[src/rtl/lcd_pixel_feeder.sv]
// LCD pixel feeder: buffers upstream pixels in a FIFO and hands one out per LCD
// data-enable, tracking frame position so SOF misalignment is detected and recovered.
module lcd_pixel_feeder #(
   parameter int unsigned DEPTH    = 64,
   parameter int unsigned H_ACTIVE = 20,
   parameter int unsigned V_ACTIVE = 20
) (
   input  logic                     clk,
   input  logic                     areset,
   input  logic                     i_pix_valid,
   input  logic [23:0]              i_pix_data,
   input  logic                     i_pix_sof,
   output logic                     o_pix_ready,
   input  logic                     i_frame_start,
   input  logic                     i_req,
   output logic [7:0]               o_red,
   output logic [7:0]               o_green,
   output logic [7:0]               o_blue,
   output logic                     o_underrun,
   output logic                     o_desync,
   output logic [$clog2(DEPTH):0]   o_level
);

   localparam int unsigned AW = $clog2(DEPTH);
   localparam int unsigned LW = AW + 1;
   localparam int unsigned CW = (H_ACTIVE > 1) ? $clog2(H_ACTIVE) : 1;
   localparam int unsigned RW = (V_ACTIVE > 1) ? $clog2(V_ACTIVE) : 1;

   typedef struct packed {
      logic        sof;
      logic [23:0] rgb;
   } pix_t;

   typedef enum logic [1:0] {
      IDLE   = 2'd0,
      RUN    = 2'd1,
      RESYNC = 2'd2
   } state_t;

   pix_t            mem [DEPTH];
   logic [AW-1:0]   wr_ptr;
   logic [AW-1:0]   rd_ptr;
   logic [LW-1:0]   count;
   logic            full;
   logic            empty;
   logic            wr_en;
   logic            pop;
   pix_t            head;

   state_t          state;
   state_t          state_nxt;
   logic [CW-1:0]   col;
   logic [CW-1:0]   col_nxt;
   logic [RW-1:0]   row;
   logic [RW-1:0]   row_nxt;
   logic            at_origin;
   logic [23:0]     pix_rgb;
   logic [23:0]     rgb_nxt;
   logic            rgb_load;
   logic            set_underrun;
   logic            set_desync;

   assign full        = (count == LW'(DEPTH));
   assign empty       = (count == '0);
   assign o_pix_ready = !full;
   assign wr_en       = i_pix_valid && !full;
   assign head        = mem[rd_ptr];
   assign at_origin   = (col == '0) && (row == '0);
   assign o_level     = count;
   assign o_red       = pix_rgb[23:16];
   assign o_green     = pix_rgb[15:8];
   assign o_blue      = pix_rgb[7:0];

   // Storage array carries no reset; validity is tracked by count/pointers.
   always_ff @(posedge clk) begin
      if (wr_en) begin
         mem[wr_ptr] <= '{sof: i_pix_sof, rgb: i_pix_data};
      end
   end

   always_ff @(posedge clk or posedge areset) begin
      if (areset) begin
         wr_ptr <= '0;
         rd_ptr <= '0;
         count  <= '0;
      end else begin
         if (wr_en) begin
            wr_ptr <= wr_ptr + AW'(1);
         end
         if (pop) begin
            rd_ptr <= rd_ptr + AW'(1);
         end
         count <= count + LW'(wr_en) - LW'(pop);
      end
   end

   // Next-state, position tracking, pop decision and output pixel selection.
   always_comb begin
      state_nxt    = state;
      col_nxt      = col;
      row_nxt      = row;
      pop          = 1'b0;
      rgb_load     = 1'b0;
      rgb_nxt      = '0;
      set_underrun = 1'b0;
      set_desync   = 1'b0;

      unique case (state)
         IDLE: begin
            if (i_frame_start) begin
               state_nxt = RUN;
               col_nxt   = '0;
               row_nxt   = '0;
            end
         end

         RUN: begin
            if (i_frame_start && !at_origin) begin
               set_desync = 1'b1;
               state_nxt  = RESYNC;
               col_nxt    = '0;
               row_nxt    = '0;
            end else if (i_req) begin
               rgb_load = 1'b1;
               if (!empty) begin
                  pop     = 1'b1;
                  rgb_nxt = head.rgb;
                  if (head.sof != at_origin) begin
                     set_desync = 1'b1;
                     state_nxt  = RESYNC;
                  end
               end else begin
                  set_underrun = 1'b1;
               end
               if (col == CW'(H_ACTIVE - 1)) begin
                  col_nxt = '0;
                  row_nxt = (row == RW'(V_ACTIVE - 1)) ? '0 : row + RW'(1);
               end else begin
                  col_nxt = col + CW'(1);
               end
            end
         end

         RESYNC: begin
            // Flush until an SOF pixel sits at the head, then wait for frame start.
            if (i_req) begin
               rgb_load = 1'b1;
            end
            if (!empty) begin
               if (!head.sof) begin
                  pop = 1'b1;
               end else if (i_frame_start) begin
                  state_nxt = RUN;
                  col_nxt   = '0;
                  row_nxt   = '0;
               end
            end
         end

         default: begin
            state_nxt = IDLE;
         end
      endcase
   end

   always_ff @(posedge clk or posedge areset) begin
      if (areset) begin
         state      <= IDLE;
         col        <= '0;
         row        <= '0;
         pix_rgb    <= '0;
         o_underrun <= 1'b0;
         o_desync   <= 1'b0;
      end else begin
         state <= state_nxt;
         col   <= col_nxt;
         row   <= row_nxt;
         if (rgb_load) begin
            pix_rgb <= rgb_nxt;
         end
         // Frame start clears the sticky flags, but a same-cycle set wins.
         if (i_frame_start) begin
            o_underrun <= set_underrun;
            o_desync   <= set_desync;
         end else begin
            if (set_underrun) begin
               o_underrun <= 1'b1;
            end
            if (set_desync) begin
               o_desync <= 1'b1;
            end
         end
      end
   end

endmodule

[config.mk]
export PLATFORM = sky130hd
export DESIGN_NAME = lcd_pixel_feeder
export DESIGN_NICKNAME = d
export VERILOG_FILES = /design/src/rtl/lcd_pixel_feeder.sv
export SDC_FILE = /design/constraint.sdc
export NUM_CORES = 2
export LEC_CHECK = 0
export ABC_AREA = 1
export CAP_MARGIN = 20
export CORE_MARGIN = 4
export CORE_UTILIZATION = 30
export DETAILED_ROUTE_END_ITERATION = 12
export GPL_ROUTABILITY_DRIVEN = 0
export PLACE_DENSITY_LB_ADDON = 0.12
export SLEW_MARGIN = 20
export SYNTH_ARGS = -nofsm -noshare
export SYNTH_HDL_FRONTEND = slang
export SYNTH_SLANG_ARGS = --single-unit
[constraint.sdc]
create_clock -name clk -period 4.5 [get_ports clk]
set_input_delay 0.675 -clock clk [delete_from_list [all_inputs] [get_ports clk]]
set_output_delay 0.675 -clock clk [all_outputs]
set_load 0.005 [all_outputs]
==> parameters.txt <==
Parameter                              Value

Power and ir drop
  Sequential cell fraction of total power    40.9%
  Switching power total    15.2 mW
  Maximum resistive drop on vdd    0.512 mV
  Leakage component of the power    23.9 nW
  PwrDens    582 nW/um2
  Switching share of total power    34.6%
  Share of power burned in combinational logic    27.2%
  Portion of total power attributed to the clock network    31.9%
  Internal Pwr Total    28.7 mW

Route
  WL/cell    27.2 um
  Number of design-rule violations left by the first detailed-router iteration    3522
  Total number of vias    41300
  TritonRoute pass-1 iters    7
  Total wire length after detailed routing    218000 um
  Vias per Instance    5.15
  Residual DRC    0
  Residual antenna-violating net count after detailed routing    0

Floorplan
  Horizontal die dimension    475 um
  Die height    475 um
  Total Die Area    226000 um2
  Cell Rows    171
  Initial standard-cell utilization of the core    30.2%
  Core outline area    217000 um2
  Top-Level Pins    64

Min path
  Origin of the worst min-delay path    i_pix_data[6]
  Path class of the lowest-slack min-delay path    input port to flop
  Hold Path Depth    1
  Hold EP    mem[45][6]

STA
  Worst-case clock skew    0.0243 ns
  Count of pins over their slew limit    0
  Rel. slew slack    17.1%
  Setup repair after global routing missed its margin    no
  Setup-violating endpoint count in the final report    0
  Total Neg Setup Slack    0 ns
  Final critical delay including setup and external delays    3.87 ns
  Final worst-path cycle share    85.9%
  Worst hold margin    0.331 ns
  Highest attainable clock frequency    259 MHz
  Transition at the pin with the smallest max-transition slack    1.24 ns
  Number of hold violations in the final report    0
  Worst setup margin    0.634 ns

Clocking
  Clock tree from TritonCTS    done
  Reg clk slew, reported paths    0.06 ns
  Post-cts repair resize count    0
  Number of buffers inserted during clock tree synthesis    180
  Quantity of hold-fixing buffers added after cts    0
  Skew-Pair Late Insertion Delay    0.82 ns
  Cell at the root of the clock tree    clkbuf_16
  Number of H-tree levels    4
  Max Buffers Root-to-Sink    3
  Count of clock tree sinks    1657
  Number of post-CTS setup repair buffers    0

Setup path
  Crit path capture type    flop
  Endpoint required time on the critical path    5.21 ns
  Critical Path AT    4.57 ns
  Worst-case reg-to-reg path depth    22
  Type of the worst setup path    flop to flop
  Peak fanout along the critical path    116
  Critical path launch point type    flop
  Worst reg2reg startpoint    rd_ptr[0]
  Minimum setup slack among reg-to-reg paths    0.63 ns
  Worst R2R End    o_level[6]

Placed design
  Detailed placer's ending HPWL    116000 um
  Number of placed instances, taps included    7691
  PortBufs    63
  Worst slack, placed    0.607 ns

Synthesis
  Number of warning messages in the yosys log    0
  Post-Syn Instances    4953
  Share of the yosys chip area belonging to registers    75.5%
  Cell type contributing the most total cell area after synthesis    edfxtp_1
  Post-Synthesis Cell Area    65500 um2
  Post-synthesis cell type count    37
  Average size of a mapped cell    13.2 um2
  Share of async-settable or async-resettable flops after synthesis    3.44%
  Post-Syn Nets    5003
  Cell types with the largest area share after synthesis    edfxtp_1, o21ai_0, nor2_1
  Synth Register Bits    1657
  Most used flip-flop cell after synthesis    edfxtp_1
  Post-synth EDFFs    1600
  Area share of the leading cell type in the synthesized netlist    73.3%

Cells and area
  Share of final-layout standard cells stronger than drive strength 1    9.84%
  Final std cells w/o fill    8019
  Net count reported at finish    5069
  Storage element area    49500 um2
  Signed area change from the synthesized netlist to the final layout    15.0%
  Area used by multi-input combinational logic    14500 um2
  Layout filler cell count    21100

GRT
  Initial antenna violation count    8
  Vias in the first global route    40200
  Wire length of the first global-routing pass    309000 um
  Total global-route track usage    19.0%
  Maximum number of pins on one net before global-route repair    207
  Leftover overflow at the end of global routing    0

Run status
  Status    complete, no violations

Job
  Max_cap viols    0
## final cells by class
class	count	area share, %
repair buffers	224	2.67
flip-flops and latches	1657	65.7
clock buffers	243	6.41
well taps	2854	4.74
clock inverters	80	0.863
multi-input cells	2888	19.3
inverters	68	0.373
diodes	5	0.0166
## synth_stat cells, types with 31 or more instances
cell type and instances:
a21oi_1 64, buf_2 102, clkbuf_1 163, dfrtp_1 57, edfxtp_1 1600, inv_1 62, nand2_1 347, nand3_1 222
nand4_1 31, nor2_1 926, o211ai_1 85, o21ai_0 737, o21ai_1 89, o221ai_1 108, o22ai_1 218
## cells by family after synthesis
| logic type | after synthesis | share of synthesized area, % |
|---|---|---|
| flops | 1657 | 75.5 |
| simple gates | 1541 | 9.45 |
| compound gates | 1308 | 11.4 |
| buf+inv | 408 | 3.04 |
| fa+ha+maj | 20 | 0.393 |
| xor+xnor | 19 | 0.254 |
## power by group through the flow
stage / Clock [mW] / Combinational (mW) / Sequential (mW)
3_5_place_dp: 0 / 12.1 / 18.3
6_report: 14.0 / 11.9 / 18.0
5_1_grt: 15.0 / 13.2 / 18.0
2_1_floorplan: 0 / 7.62 / 18.1
4_1_cts: 14.4 / 12.1 / 18.0
3_3_place_gp: 0 / 12.1 / 18.3
## worst max path at each step
stage	from	to	slack, ns	cells past startpoint
floorplan	rd_ptr[0]	o_level[6]	1.31	24
global placement	rd_ptr[0]	o_level[6]	0.66	21
detailed placement	rd_ptr[0]	o_level[6]	0.61	21
CTS	rd_ptr[0]	o_level[6]	0.61	21
global route	rd_ptr[0]	o_level[6]	0.22	22
finish	rd_ptr[0]	o_level[6]	0.63	22
## worst max-delay path: stages (launching register included)
cell     delay (ns)
dfrtp_4        0.47
buf_12         0.40
nor2_1         0.10
nor2_1         0.09
o21ai_1        0.07
nand3_1        0.11
nand3_1        0.09
nand2_1        0.09
nand3_2        0.11
nand3_2        0.13
inv_2          0.04
nand3_2        0.06
nand2_2        0.15
ha_1           0.32
inv_1          0.05
ha_1           0.12
inv_1          0.06
fa_1           0.43
o21ai_0        0.30
nand2_1        0.09
a21oi_1        0.13
nor2_1         0.07
xor2_1         0.13
## layer usage
| layer | GRT usage (%) | routed length, um |
|---|---|---|
| met1 | 27.5 | 103000 |
| met2 | 30.4 | 102000 |
| met3 | 2.39 | 8970 |
| met4 | 4.63 | 4360 |
| met5 | 0 | 7 |
## sequential cells by signal (all words and copies together) (netlist names)
name        cells
rd_ptr          6
pix_rgb        24
o_level         7
state           2
col             5
wr_ptr          6
mem          1600
o_underrun      1
o_desync        1
row             5
## through the flow
stage / total power [mW] / util, % / area, um2
global route: 46.2 / 34.7 / 75400
global placement: 30.4 / 32.2 / 69900
finish: 43.9 / 34.7 / 75400
detailed placement: 30.4 / 32.2 / 69900
floorplan: 25.8 / - / 65500
CTS: 44.4 / 34.7 / 75400
## cells in the final DEF, fill, tap and decap left out, drive strengths merged, types with 2 or more instances in the layout
cell	instances
nand4	31
nand3	225
nor2	929
o211ai	85
xor2	16
diode	5
bufinv	5
clkinvlp	3
inv	73
o32ai	3
o22ai	218
clkinv	67
dfrtp	57
clkbuf	243
buf	186
o21ai	826
clkdlybuf4s50	38
o221ai	108
xnor2	3
nor3	7
nand2	348
ha	19
edfxtp	1600
a21oi	64
a31oi	2
(Power assumes the default switching activity.)
